--- src/rtl/mem_port_arbiter.sv ---
// Shares one byte-wide single-port memory between the instruction-fetch and data ports.
// Each 32-bit word access is sequenced as four byte transfers; MEM wins arbitration over IF.
module mem_port_arbiter #(
    parameter int unsigned ADDR_W     = 32,
    parameter int unsigned BIT_NUMBER = 8
) (
    input  logic                    clk,
    input  logic                    rst,
    input  logic                    if_req,
    input  logic [ADDR_W-1:0]       if_addr,
    output logic [4*BIT_NUMBER-1:0] if_rdata,
    output logic                    if_ready,
    output logic                    if_freeze,
    input  logic                    mem_r_en,
    input  logic                    mem_w_en,
    input  logic [ADDR_W-1:0]       mem_addr,
    input  logic [4*BIT_NUMBER-1:0] mem_wdata,
    output logic [4*BIT_NUMBER-1:0] mem_rdata,
    output logic                    mem_ready,
    output logic                    mem_freeze,
    output logic [ADDR_W-1:0]       sram_addr,
    output logic [BIT_NUMBER-1:0]   sram_wdata,
    output logic                    sram_we,
    output logic                    sram_re,
    input  logic [BIT_NUMBER-1:0]   sram_rdata
);

    localparam int          NBYTES = 4;
    localparam int unsigned WORD_W = 4 * BIT_NUMBER;

    typedef enum logic [1:0] {ST_IDLE, ST_XFER, ST_DONE} state_t;
    typedef enum logic {GNT_IF, GNT_MEM} grant_t;
    typedef enum logic {OP_RD, OP_WR} op_t;

    state_t              state_q, state_d;
    grant_t              grant_q, grant_d;
    op_t                 op_q, op_d;
    logic [ADDR_W-1:0]   base_q, base_d;
    logic [1:0]          k_q, k_d;
    logic [WORD_W-1:0]   wdata_q, wdata_d;
    logic [WORD_W-1:0]   asm_q, asm_d;
    logic [WORD_W-1:0]   if_rdata_q, if_rdata_d;
    logic [WORD_W-1:0]   mem_rdata_q, mem_rdata_d;
    logic                if_ready_q, if_ready_d;
    logic                mem_ready_q, mem_ready_d;
    logic [ADDR_W-1:0]   sram_addr_q, sram_addr_d;
    logic [BIT_NUMBER-1:0] sram_wdata_q, sram_wdata_d;
    logic                sram_we_q, sram_we_d;
    logic                sram_re_q, sram_re_d;

    // State and output registers
    always_ff @(posedge clk) begin
        if (rst) begin
            state_q      <= ST_IDLE;
            grant_q      <= GNT_IF;
            op_q         <= OP_RD;
            base_q       <= '0;
            k_q          <= '0;
            wdata_q      <= '0;
            asm_q        <= '0;
            if_rdata_q   <= '0;
            mem_rdata_q  <= '0;
            if_ready_q   <= 1'b0;
            mem_ready_q  <= 1'b0;
            sram_addr_q  <= '0;
            sram_wdata_q <= '0;
            sram_we_q    <= 1'b0;
            sram_re_q    <= 1'b0;
        end else begin
            state_q      <= state_d;
            grant_q      <= grant_d;
            op_q         <= op_d;
            base_q       <= base_d;
            k_q          <= k_d;
            wdata_q      <= wdata_d;
            asm_q        <= asm_d;
            if_rdata_q   <= if_rdata_d;
            mem_rdata_q  <= mem_rdata_d;
            if_ready_q   <= if_ready_d;
            mem_ready_q  <= mem_ready_d;
            sram_addr_q  <= sram_addr_d;
            sram_wdata_q <= sram_wdata_d;
            sram_we_q    <= sram_we_d;
            sram_re_q    <= sram_re_d;
        end
    end

    // Next-state logic; memory strobes are registered from the next state so they line up with XFER cycles
    always_comb begin
        state_d      = state_q;
        grant_d      = grant_q;
        op_d         = op_q;
        base_d       = base_q;
        k_d          = k_q;
        wdata_d      = wdata_q;
        asm_d        = asm_q;
        if_rdata_d   = if_rdata_q;
        mem_rdata_d  = mem_rdata_q;
        if_ready_d   = 1'b0;
        mem_ready_d  = 1'b0;
        sram_addr_d  = '0;
        sram_wdata_d = '0;
        sram_we_d    = 1'b0;
        sram_re_d    = 1'b0;

        case (state_q)
            ST_IDLE: begin
                if (mem_r_en | mem_w_en) begin
                    grant_d = GNT_MEM;
                    op_d    = mem_w_en ? OP_WR : OP_RD;
                    base_d  = mem_addr;
                    wdata_d = mem_wdata;
                    k_d     = '0;
                    asm_d   = '0;
                    state_d = ST_XFER;
                end else if (if_req) begin
                    grant_d = GNT_IF;
                    op_d    = OP_RD;
                    base_d  = if_addr;
                    k_d     = '0;
                    asm_d   = '0;
                    state_d = ST_XFER;
                end
            end
            ST_XFER: begin
                // Data port assembles little-endian, fetch port big-endian
                if (op_q == OP_RD) begin
                    for (int i = 0; i < NBYTES; i++) begin
                        if (k_q == 2'(i)) begin
                            if (grant_q == GNT_MEM)
                                asm_d[i*BIT_NUMBER +: BIT_NUMBER] = sram_rdata;
                            else
                                asm_d[(NBYTES-1-i)*BIT_NUMBER +: BIT_NUMBER] = sram_rdata;
                        end
                    end
                end
                if (k_q == 2'(NBYTES-1)) begin
                    state_d = ST_DONE;
                    if (grant_q == GNT_MEM) begin
                        mem_ready_d = 1'b1;
                        if (op_q == OP_RD)
                            mem_rdata_d = asm_d;
                    end else begin
                        if_ready_d = 1'b1;
                        if_rdata_d = asm_d;
                    end
                end else begin
                    k_d = k_q + 2'd1;
                end
            end
            ST_DONE: begin
                state_d = ST_IDLE;
            end
            default: begin
                state_d = ST_IDLE;
            end
        endcase

        if (state_d == ST_XFER) begin
            sram_addr_d = base_d + ADDR_W'(k_d);
            if (op_d == OP_WR) begin
                sram_we_d = 1'b1;
                for (int i = 0; i < NBYTES; i++) begin
                    if (k_d == 2'(i))
                        sram_wdata_d = wdata_d[i*BIT_NUMBER +: BIT_NUMBER];
                end
            end else begin
                sram_re_d = 1'b1;
            end
        end
    end

    assign if_rdata   = if_rdata_q;
    assign if_ready   = if_ready_q;
    assign mem_rdata  = mem_rdata_q;
    assign mem_ready  = mem_ready_q;
    assign sram_addr  = sram_addr_q;
    assign sram_wdata = sram_wdata_q;
    assign sram_we    = sram_we_q;
    assign sram_re    = sram_re_q;

    // Stalls must act in the same cycle a request is raised
    assign if_freeze  = if_req & ~if_ready_q;
    assign mem_freeze = (mem_r_en | mem_w_en) & ~mem_ready_q;

endmodule

--- config.mk ---
export PLATFORM = sky130hd
export DESIGN_NAME = mem_port_arbiter
export DESIGN_NICKNAME = d
export VERILOG_FILES = /design/src/rtl/mem_port_arbiter.sv
export SDC_FILE = /design/constraint.sdc
export NUM_CORES = 1
export LEC_CHECK = 0
export CORE_ASPECT_RATIO = 0.75
export CORE_MARGIN = 8
export CORE_UTILIZATION = 41
export DETAILED_ROUTE_END_ITERATION = 8
export HOLD_SLACK_MARGIN = 0.05
export PLACE_DENSITY = 0.68
export SYNTH_ARGS = -nofsm -noshare
export SYNTH_HDL_FRONTEND = slang
export SYNTH_SLANG_ARGS = --single-unit
--- constraint.sdc ---
create_clock -name clk -period 8.14 [get_ports clk]
set_input_delay 1.628 -clock clk [delete_from_list [all_inputs] [get_ports clk]]
set_output_delay 1.628 -clock clk [all_outputs]
set_load 0.01 [all_outputs]
==> impl_results.md <==
* Clock skew at 0.01197 ns
* I/O Buffers at between 200 and 250
* R2R setup slack at between 4 and 5 ns
* Setup TNS at 0 ns
* Area leader, netlist: dfxtp_1
* Setup Fix Bufs, Post-CTS at 0
* CTS Buf Count at 23
* Post-Syn Nets at 1044
* Row count at 46
* Largest net degree at the start of global routing at 80
* Seq cells post-synth at 210
* Final GP Congestion at around 0.8
* Sequential power share at 0.427
* Max-slew violations at 0
* CP max FO at 25
* Final setup margin at between 2 and 3 ns
* Initial Util at 0.4171
* Worst-path clk slew at approximately 0.06 ns
* Sequential Area at approximately 4200 sq um
* Rel. slew slack at 0.2311
* Antenna Violating Nets Remaining at 0
* H-tree levels at 1
* Synthesis-to-finish area growth at 35.15%
* DRT iter0 DRCs at around 540
* Distinct cells, synth at 68
* Total power divided by cell area at between 200 and 250 nW/um^2
* Synth Warn # at 0
* Core footprint at approximately 21000 sq um
* HP Class: reg -> reg
* Ranking of synthesized cells by area: dfxtp_1 48%, mux2i_1 8.3%, nor2_1 7.4%
* CP delay by family, top: simple AND/OR/NAND/NOR gates
* Most common cell in the netlist: dfxtp_1
* GRT overflow at 0
* Register-to-Register Path Depth at 10
* Final hold vios at 0
* # fillers at 1886
* Worst slew pin tran at 1.153 ns
* Commonest cells in the netlist: 210 x dfxtp_1, 174 x nor2_1, 73 x mux2i_1, 72 x a211oi_1, 58 x a21oi_1
* Final wirelength at ~26 mm
* Post-CTS sizing at 0
* Total clock sinks at 210
* Vias at 7502
* Dpl cells at 1374
* Lkg Pwr at between 4 and 5 nW
* Drt drc at 0
* EDFF count, synth at 0
* Hold buffers post-CTS at 0
* Synth top area share at 0.4771
* Min cycle time layout at between 5 and 6 ns
* CTS tree: built
* Worst EP arrival at a little under 6 ns
* Die Wd at 185.3 um
* Top cell by count, worst path: nor2_1
* Register area share after synthesis at 0.4771
* Period utilization at 0.6770
* Worst Setup SP: mem_r_en
* Combinational share of power at 0.156
* Outcome: finished, final reports clean
* Async SR Flop Fraction at 0
* # diodes at 0
* Routed len/inst at 18.47 um
* Reg2Reg Launch Point: state_q[1]$_SDFF_PP0_
* Max-cap violations at 0
* Mapped Area at slightly below 9000 sq um
* Root buffer cell: clkbuf_16
* Die footprint at around 26000 sq um
* Switching Share at 0.2557
* Cell depth of the worst setup path at 10
* Worst Setup Start Kind: input port
* Slowest CP cell: clkdlybuf4s50_1
* Critical Path RT at between 8 and 9 ns
* Final HPWL DP at 18.44 mm
* Final Setup Violations at 0
* Die height at 143.0 um
* Layout cells sized above 1 at 0.08156
* Worst r2r dst: sram_addr[24]$_SDFF_PP0_
* Global-route wire length before repair at just over 40 mm
* Clk Latency, worst-skew pair at roughly 0.51 ns
* Total internal power at 1.922 mW
* Worst Setup EP: sram_addr[24]$_SDFF_PP0_
* Pre-Repair DR Iteration Count at 4
* Initial antenna violation count at 3
* IO Pins at 219
* Finished Layout Cells at 1416
* Top FF cell, synth: dfxtp_1
* Nets@finish at 1222
* GRT Util Overall at 0.1882
* Unrepaired setup endpoints after global routing: false
* Clock tree buffer depth at 3
* Worst-path cell chain: clkdlybuf4s50_1, or3_1, mux2i_1, o22ai_2, nor2_1, fa_1, nand3_1, nor4_1, xor2_1, nor2_1
* DR vias/cell at 5.298
* Critical path endpoint category: flop
* Peak VDD IR at 0.1249 mV
* Post-Place Setup Slack at 2.228 ns
* Gate Count Post-Synth at a little over 900
* WP buf/inv at 1
* Clk pwr share at 0.417
* Worst path max stage delay at approximately 0.86 ns
* Fmax at 181.5 MHz
* Syn Area/Cell at 9.444 sq um
* Switching pwr at between 0.6 and 0.7 mW
* Vias in the first global route at between 7000 and 8000
* Crit Path Class: in -> reg
* Multi-input gate area at between 4000 and 5000 sq um
through the flow:
step / util / cell area, sq um / power (mW) / hold slack [ns]
floorplan: - / 8811 / 1.368 / 0.4417
global placement: 0.5259 / 11110 / 1.523 / 0.4547
detailed placement: 0.5259 / 11110 / 1.527 / 0.4534
CTS: 0.5637 / 11910 / 2.607 / 0.4750
global route: 0.5637 / 11910 / 2.694 / 0.4859
finish: 0.5637 / 11910 / 2.583 / 0.4713
layout make-up:
| type | count | share of cell area |
|---|---|---|
| Sequential cell | 210 | 0.3531 |
| Timing Repair Buffer | 228 | 0.1893 |
| Multi-Input combinational cell | 644 | 0.3590 |
| Clock buffer | 32 | 0.05790 |
| Tap cell | 288 | 0.03026 |
| Inverter | 4 | 0.001261 |
| Clock inverter | 10 | 0.009141 |
layer usage:
layer,up-vias,global-route usage,wire (um)
met3,33,0.05052,1999
met5,-,0,32
met4,6,0.04160,384
met2,212,0.2752,11000
li1,3723,-,-
met1,3528,0.2708,12740
placed cells by master, fill, tap and decap left out, drive strengths merged, types with 9 or more instances in the layout:
master / Yosys / layout
clkdlybuf4s50: 0 / 217
dfxtp: 210 / 210
nor2: 179 / 179
mux2i: 73 / 73
a211oi: 72 / 72
a21oi: 58 / 58
a22o: 33 / 33
clkbuf: 45 / 32
o22ai: 22 / 22
nand2: 19 / 19
nor3: 18 / 18
a21o: 13 / 13
nor2b: 12 / 12
o21ai: 12 / 12
nand3: 11 / 11
buf: 30 / 11
and2: 10 / 10
o21bai: 10 / 10
nor4: 10 / 10
xnor2: 9 / 9
or4b: 9 / 9
worst min-delay path by stage:
stage | from | to | slack, ns | depth (start not counted)
after floorplan | asm_q[0]$_SDFFE_PP0P_ | asm_q[0]$_SDFFE_PP0P_ | 0.44 | 1
after global placement | asm_q[3]$_SDFFE_PP0P_ | asm_q[3]$_SDFFE_PP0P_ | 0.45 | 1
after detailed placement | asm_q[18]$_SDFFE_PP0P_ | asm_q[18]$_SDFFE_PP0P_ | 0.45 | 1
after CTS | asm_q[28]$_SDFFE_PP0P_ | asm_q[28]$_SDFFE_PP0P_ | 0.48 | 1
after global routing | asm_q[5]$_SDFFE_PP0P_ | asm_q[5]$_SDFFE_PP0P_ | 0.49 | 1
final | asm_q[2]$_SDFFE_PP0P_ | asm_q[2]$_SDFFE_PP0P_ | 0.47 | 1
power groups by stage:
stage,clock (mW),sequential [mW],combinational (mW)
6_report,1.08,1.10,0.402
5_1_grt,1.15,1.11,0.438
4_1_cts,1.10,1.10,0.403
3_5_place_dp,0,1.13,0.401
3_3_place_gp,0,1.13,0.398
2_1_floorplan,0,1.13,0.242
worst reg2reg max path: stages (launching register included):
cell	delay, ns
dfxtp_1	0.47
or2_1	0.30
buf_4	0.24
nor2_4	0.50
o21ai_0	0.20
nor2_1	0.20
fa_1	0.27
nand3_1	0.43
nor4_1	0.58
xor2_1	0.21
nor2_1	0.06
flip-flops by register name (all words and copies together) (netlist names):
name        cells
asm_q          32
base_q         32
if_rdata       32
mem_rdata      32
sram_addr      32
wdata_q        32
sram_wdata      8
k_q             2
state_q         2
grant_q         1
if_ready        1
mem_ready       1
op_q            1
sram_re         1
sram_we         1
cell families after synthesis:
| logic type | synth area share |
|---|---|
| AND/OR/NAND/NOR | 0.1718 |
| AO/OA/AOI/OAI | 0.2068 |
| flip-flops | 0.4771 |
| buffers and inverters | 0.04075 |
| multiplexers | 0.08293 |
| XOR/XNOR | 0.01690 |
| adder cells (fa/ha/maj) | 0.003692 |
Power figures use the tool's default switching activity.
==> RTL edit 1, RTL diff (same settings) <==
`ADDR_W`: 32 -> 64.
--- a/src/rtl/mem_port_arbiter.sv
+++ b/src/rtl/mem_port_arbiter.sv
@@ -1,7 +1,7 @@
 // Shares one byte-wide single-port memory between the instruction-fetch and data ports.
 // Each 32-bit word access is sequenced as four byte transfers; MEM wins arbitration over IF.
 module mem_port_arbiter #(
-    parameter int unsigned ADDR_W     = 32,
+    parameter int unsigned ADDR_W     = 64,
     parameter int unsigned BIT_NUMBER = 8
 ) (
     input  logic                    clk,
Ports: changed (resized if_addr, mem_addr and sram_addr); port bits go from 219 to 315. No check against the original RTL was run, so the function may have changed too.
==> RTL edit 1 against the original RTL <==
- total power is 35% higher
- fmax is 2.9% lower
- sequential power is 33% higher
- global-route usage rose by 6.0 points
- core utilization down 1.7 points
- via count is 87% higher
- sequential cell count rose by 64
- design area rose by 49%
- setup slack worse by 160 ps
- wire length rose by 97%
- critical path depth increased by 2
- synthesized area rose by 54%
- largest cell class unchanged
==> RTL edit 1: results (changes against the original RTL) <==
Synth cell count leaders: dfxtp_1, nand2_1, nor2_1
Skew-Pair Late Insertion Delay: 560 ps (+50 ps)
First-pass GRT wire length: 78,900 um (+95%)
Skew final: 25.8 ps (+13.8 ps)
Gpl congestion: 0.932 (+15%)
Register area share after synthesis: 0.403 (-0.0741)
Hold Path End: wdata_q[20]$_SDFF_PP0_
Final nets: 2,111 (+73%)
Initial antenna violation count: 4 (+1)
Mapped Nets: 1,894 (+81%)
Number of global-route vias before repair: 13,200 (+81%)
Fill cell count: 3,003 (+59%)
GR Util All Layers: 0.248 (+0.0601)
Worst R2R Path Depth: 9 (-1)
Leakage power: 6.21 nW (+42%)
Worst vdd ir: 0.163 mV (+30%)
Total CTS buffers: 28 (+22%)
Drt first pass iters: 6 (+2)
Run status: complete, no violations
R2R Setup Slk: 3460 ps (-1090 ps)
RR Startpoint: state_q[0]$_SDFF_PP0_
Max Fanout on Critical Path: 32 (+28%)
Max stage delay on crit path: 830 ps (-30 ps)
Headroom to the max-slew limit: 0.244 (+0.0126)
Post-DR wirelength/cell: 21.5 um (+16%)
## RTL edit 1: where the power goes
part           total, mW  leakage, nW  switching, mW  internal [mW]
logic              0.672         3.49          0.384          0.288
registers           1.46         2.25         0.0389           1.42
clock network       1.36        0.463          0.552          0.807
## RTL edit 1: worst max-delay path by stage
stage | startpoint | endpoint | slack, ps | cells after the start
after detailed placement | mem_w_en | sram_addr[34]$_SDFF_PP0_ | 1940 | 10
after floorplan | mem_w_en | sram_addr[36]$_SDFF_PP0_ | 2710 | 15
after global placement | if_req | sram_addr[36]$_SDFF_PP0_ | 2090 | 10
after global routing | mem_w_en | sram_addr[34]$_SDFF_PP0_ | 2200 | 11
after CTS | mem_w_en | mem_freeze | 2530 | 5
final | if_req | sram_addr[34]$_SDFF_PP0_ | 2460 | 12
## RTL edit 1: logic make-up (layout without fill, tap and decap cells)
logic type / after synthesis / after routing / share of synthesized area
xor+xnor: 28 / 28 / 0.0180
fa+ha+maj: 2 / 2 / 0.00239
compound gates: 512 / 512 / 0.253
mux: 26 / 26 / 0.0192
flops: 274 / 274 / 0.403
simple gates: 719 / 719 / 0.252
other cells: 0 / 3 / 0
buf+inv: 158 / 393 / 0.0524
## RTL edit 1: final cells by class
| class | instances | area, um^2 | area share |
|---|---|---|---|
| clock buffer | 35 | 747 | 0.0420 |
| tap | 442 | 553 | 0.0311 |
| antenna | 3 | 7.51 | 0.000422 |
| inverter | 7 | 26.3 | 0.00148 |
| clock inverter | 13 | 206 | 0.0116 |
| multi-input combinational | 1287 | 7440 | 0.418 |
| sequential | 274 | 5490 | 0.309 |
| timing repair buffer | 338 | 3310 | 0.186 |
## RTL edit 1: layer usage
layer / vias up / global-route usage / wire (um)
met3: 76 / 0.0634 / 5580
met2: 724 / 0.366 / 21900
met5: - / 0 / 13
met1: 6621 / 0.352 / 22800
met4: 2 / 0.0682 / 1220
li1: 6620 / - / -
## RTL edit 1: stage by stage
stage	hold WS [ps]	utilization	cells	setup WS (ps)
after detailed placement	447	0.517	2348	1940
after CTS	456	0.546	2396	2530
after global placement	442	0.517	2348	2090
final	455	0.547	2399	2460
after floorplan	437	-	1719	2710
after global routing	471	0.547	2399	2200
## RTL edit 1: worst min-delay path, stage by stage, from the launching register on
cell	delay (ps)
dfxtp_1	310
nand2_1	50
a21oi_1	50
==> RTL edit 2, RTL diff (config.mk and constraints unchanged) <==
Made on the original files. Take the reset off `if_rdata_q` and load it in a clocked block of its own.
--- a/src/rtl/mem_port_arbiter.sv
+++ b/src/rtl/mem_port_arbiter.sv
@@ -58,7 +58,6 @@
             k_q          <= '0;
             wdata_q      <= '0;
             asm_q        <= '0;
-            if_rdata_q   <= '0;
             mem_rdata_q  <= '0;
             if_ready_q   <= 1'b0;
             mem_ready_q  <= 1'b0;
@@ -74,7 +73,6 @@
             k_q          <= k_d;
             wdata_q      <= wdata_d;
             asm_q        <= asm_d;
-            if_rdata_q   <= if_rdata_d;
             mem_rdata_q  <= mem_rdata_d;
             if_ready_q   <= if_ready_d;
             mem_ready_q  <= mem_ready_d;
@@ -83,6 +81,10 @@
             sram_we_q    <= sram_we_d;
             sram_re_q    <= sram_re_d;
         end
+    end
+
+    always_ff @(posedge clk) begin
+        if_rdata_q <= if_rdata_d;
     end
 
     // Next-state logic; memory strobes are registered from the next state so they line up with XFER cycles
Behaviour: not the same (Yosys sat finds a counterexample within 10 cycles, from zero or initial values and one cycle with rst high; the reset may be asserted at any time).
==> RTL edit 2 against the original RTL <==
- largest cell class is now registers
- critical path depth grew 1
- synthesized cell count shrank 2.1%
- design area shrank 0.91%
- sequential cell count is the same
- total power shrank 3.2%
- highest routed layer is now met4
- wire length shrank 2.0%
- synthesized area shrank 1.7%
- critical path type unchanged
- setup slack gained 360 ps
- critical endpoint is now sram_addr[31]$_SDFF_PP0_
==> RTL edit 2: results (changes against the original RTL) <==
Drt total wl: 25,600 um (-2.0%)
Arr. time, crit path: 5570 ps (-320 ps)
Initial antenna violation count: 0 (-3)
Post-CTS Setup Repair Bufs: 0 (unchanged)
Number of global-route vias before repair: 7,353 (+0.48%)
First-pass GRT wire length: 40,000 um (-1.0%)
Post-synth EDFFs: 32 (+32)
Gpl congestion: 0.849 (+4.8%)
Slew at the pin with the worst max-slew slack: 1080 ps (-71.7 ps)
R2R Setup Slk: 4040 ps (-510 ps)
Synthesized area per cell: 9.48 um^2 (+0.43%)
Synth cell count leaders: nor2_1, dfxtp_1, nor3_1
DRT iter0 DRCs: 546 (+0.74%)
Drt first pass iters: 5 (+1)
Worst vdd ir: 0.111 mV (-11%)
Synth area leaders: dfxtp_1, edfxtp_1, nor2_1
Max Fanout on Critical Path: 32 (+28%)
I/O Buffers: 218 (unchanged)
Hold depth: 2 (+1)
Critical Path Start: mem_w_en
GR Util All Layers: 0.189 (+0.000329)
Post-DR wirelength/cell: 18.3 um (-1.2%)
Placed Area: 11,000 um^2 (-0.70%)
Register area share after synthesis: 0.522 (+0.0453)
Largest net degree at the start of global routing: 75 (-6.3%)
Via density: 5.27 (-0.52%)
Yosys cell types: 66 (-2.9%)
Critical Path End: sram_addr[31]$_SDFF_PP0_
Fill cell count: 1,882 (-0.21%)
NetSw: 0.595 mW (-10%)
Run status: complete, no violations
Worst R2R Path Depth: 9 (-1)
Cell count after placement: 1,364 (-0.73%)
Total CTS buffers: 22 (-4.3%)
Mapped Nets: 1,024 (-1.9%)
Clk root buf: clkbuf_16
Detailed Place HPWL: 17,800 um (-3.3%)
Diode count: 0 (unchanged)
Skew final: 15.8 ps (+3.87 ps)
Area growth, synth to finish: 36.3%
Pre-CTS setup slack: 2580 ps (+351 ps)
Leakage power: 4.39 nW (+0.38%)
Layout cell share with drive strength beyond 1: 0.0887 (+0.00715)
Final nets: 1,211 (-0.90%)
Post-layout min period: 5150 ps (-360 ps)
-- RTL edit 2: cell count changes in the layout (fill, tap and decap cells not counted), sizes merged, moves of 31 or more --
cell    unedited run  this run
edfxtp             0        32
mux2               0        32
dfxtp            210       178
nor2             179       210
a211oi            72         9
a22oi              0        36
a22o              33         1
mux2i             73        40
-- RTL edit 2: critical path: stages --
cell and delay, ps:
clkdlybuf4s50_1 460, buf_4 310, nor3_2 190, nor2_2 850
nor2_1 70, a21oi_1 300, ha_1 290, a31oi_1 720
nor3_1 310, a31o_2 320, a21oi_1 110
-- RTL edit 2: layer usage --
metal / GRT usage / wire length [um]
met5: 0 / 0
met4: 0.0462 / 481
met3: 0.0560 / 2190
met2: 0.287 / 11000
met1: 0.258 / 12000
-- RTL edit 2: layout make-up --
type,instances,area share
clock inverters,5,0.00636
well taps,288,0.0305
clock buffers,35,0.0586
multi-input cells,631,0.327
repair buffers,230,0.192
inverters,5,0.00159
flip-flops and latches,210,0.383
-- RTL edit 2: worst min-delay path by stage --
stage / endpoint / slack [ps] / from
detailed placement: wdata_q[5]$_SDFF_PP0_ / 480 / wdata_q[5]$_SDFF_PP0_
global route: wdata_q[17]$_SDFF_PP0_ / 510 / wdata_q[17]$_SDFF_PP0_
finish: wdata_q[31]$_SDFF_PP0_ / 490 / wdata_q[31]$_SDFF_PP0_
floorplan: wdata_q[0]$_SDFF_PP0_ / 450 / wdata_q[0]$_SDFF_PP0_
global placement: wdata_q[5]$_SDFF_PP0_ / 470 / wdata_q[5]$_SDFF_PP0_
CTS: wdata_q[5]$_SDFF_PP0_ / 490 / wdata_q[5]$_SDFF_PP0_
-- RTL edit 2: power by group through the flow --
stage	Sequential [mW]	Combinational, mW	Clock (mW)
3_3_place_gp	1.14	0.331	0
4_1_cts	1.12	0.336	1.07
6_report	1.12	0.335	1.05
3_5_place_dp	1.14	0.334	0
2_1_floorplan	1.14	0.186	0
5_1_grt	1.12	0.364	1.12
-- RTL edit 2: cells by family (layout without fill, tap and decap cells) --
logic type                 Yosys count  count (layout)  synth area share
and+or+nand+nor                    358             358             0.193
DFF                                210             210             0.522
AOI/OAI and AO/OA                  183             183             0.142
muxes                               72              72            0.0878
buffers and inverters               72             275            0.0353
xor gates and xnor gates            16              16            0.0162
adders and majority gates            2               2           0.00376
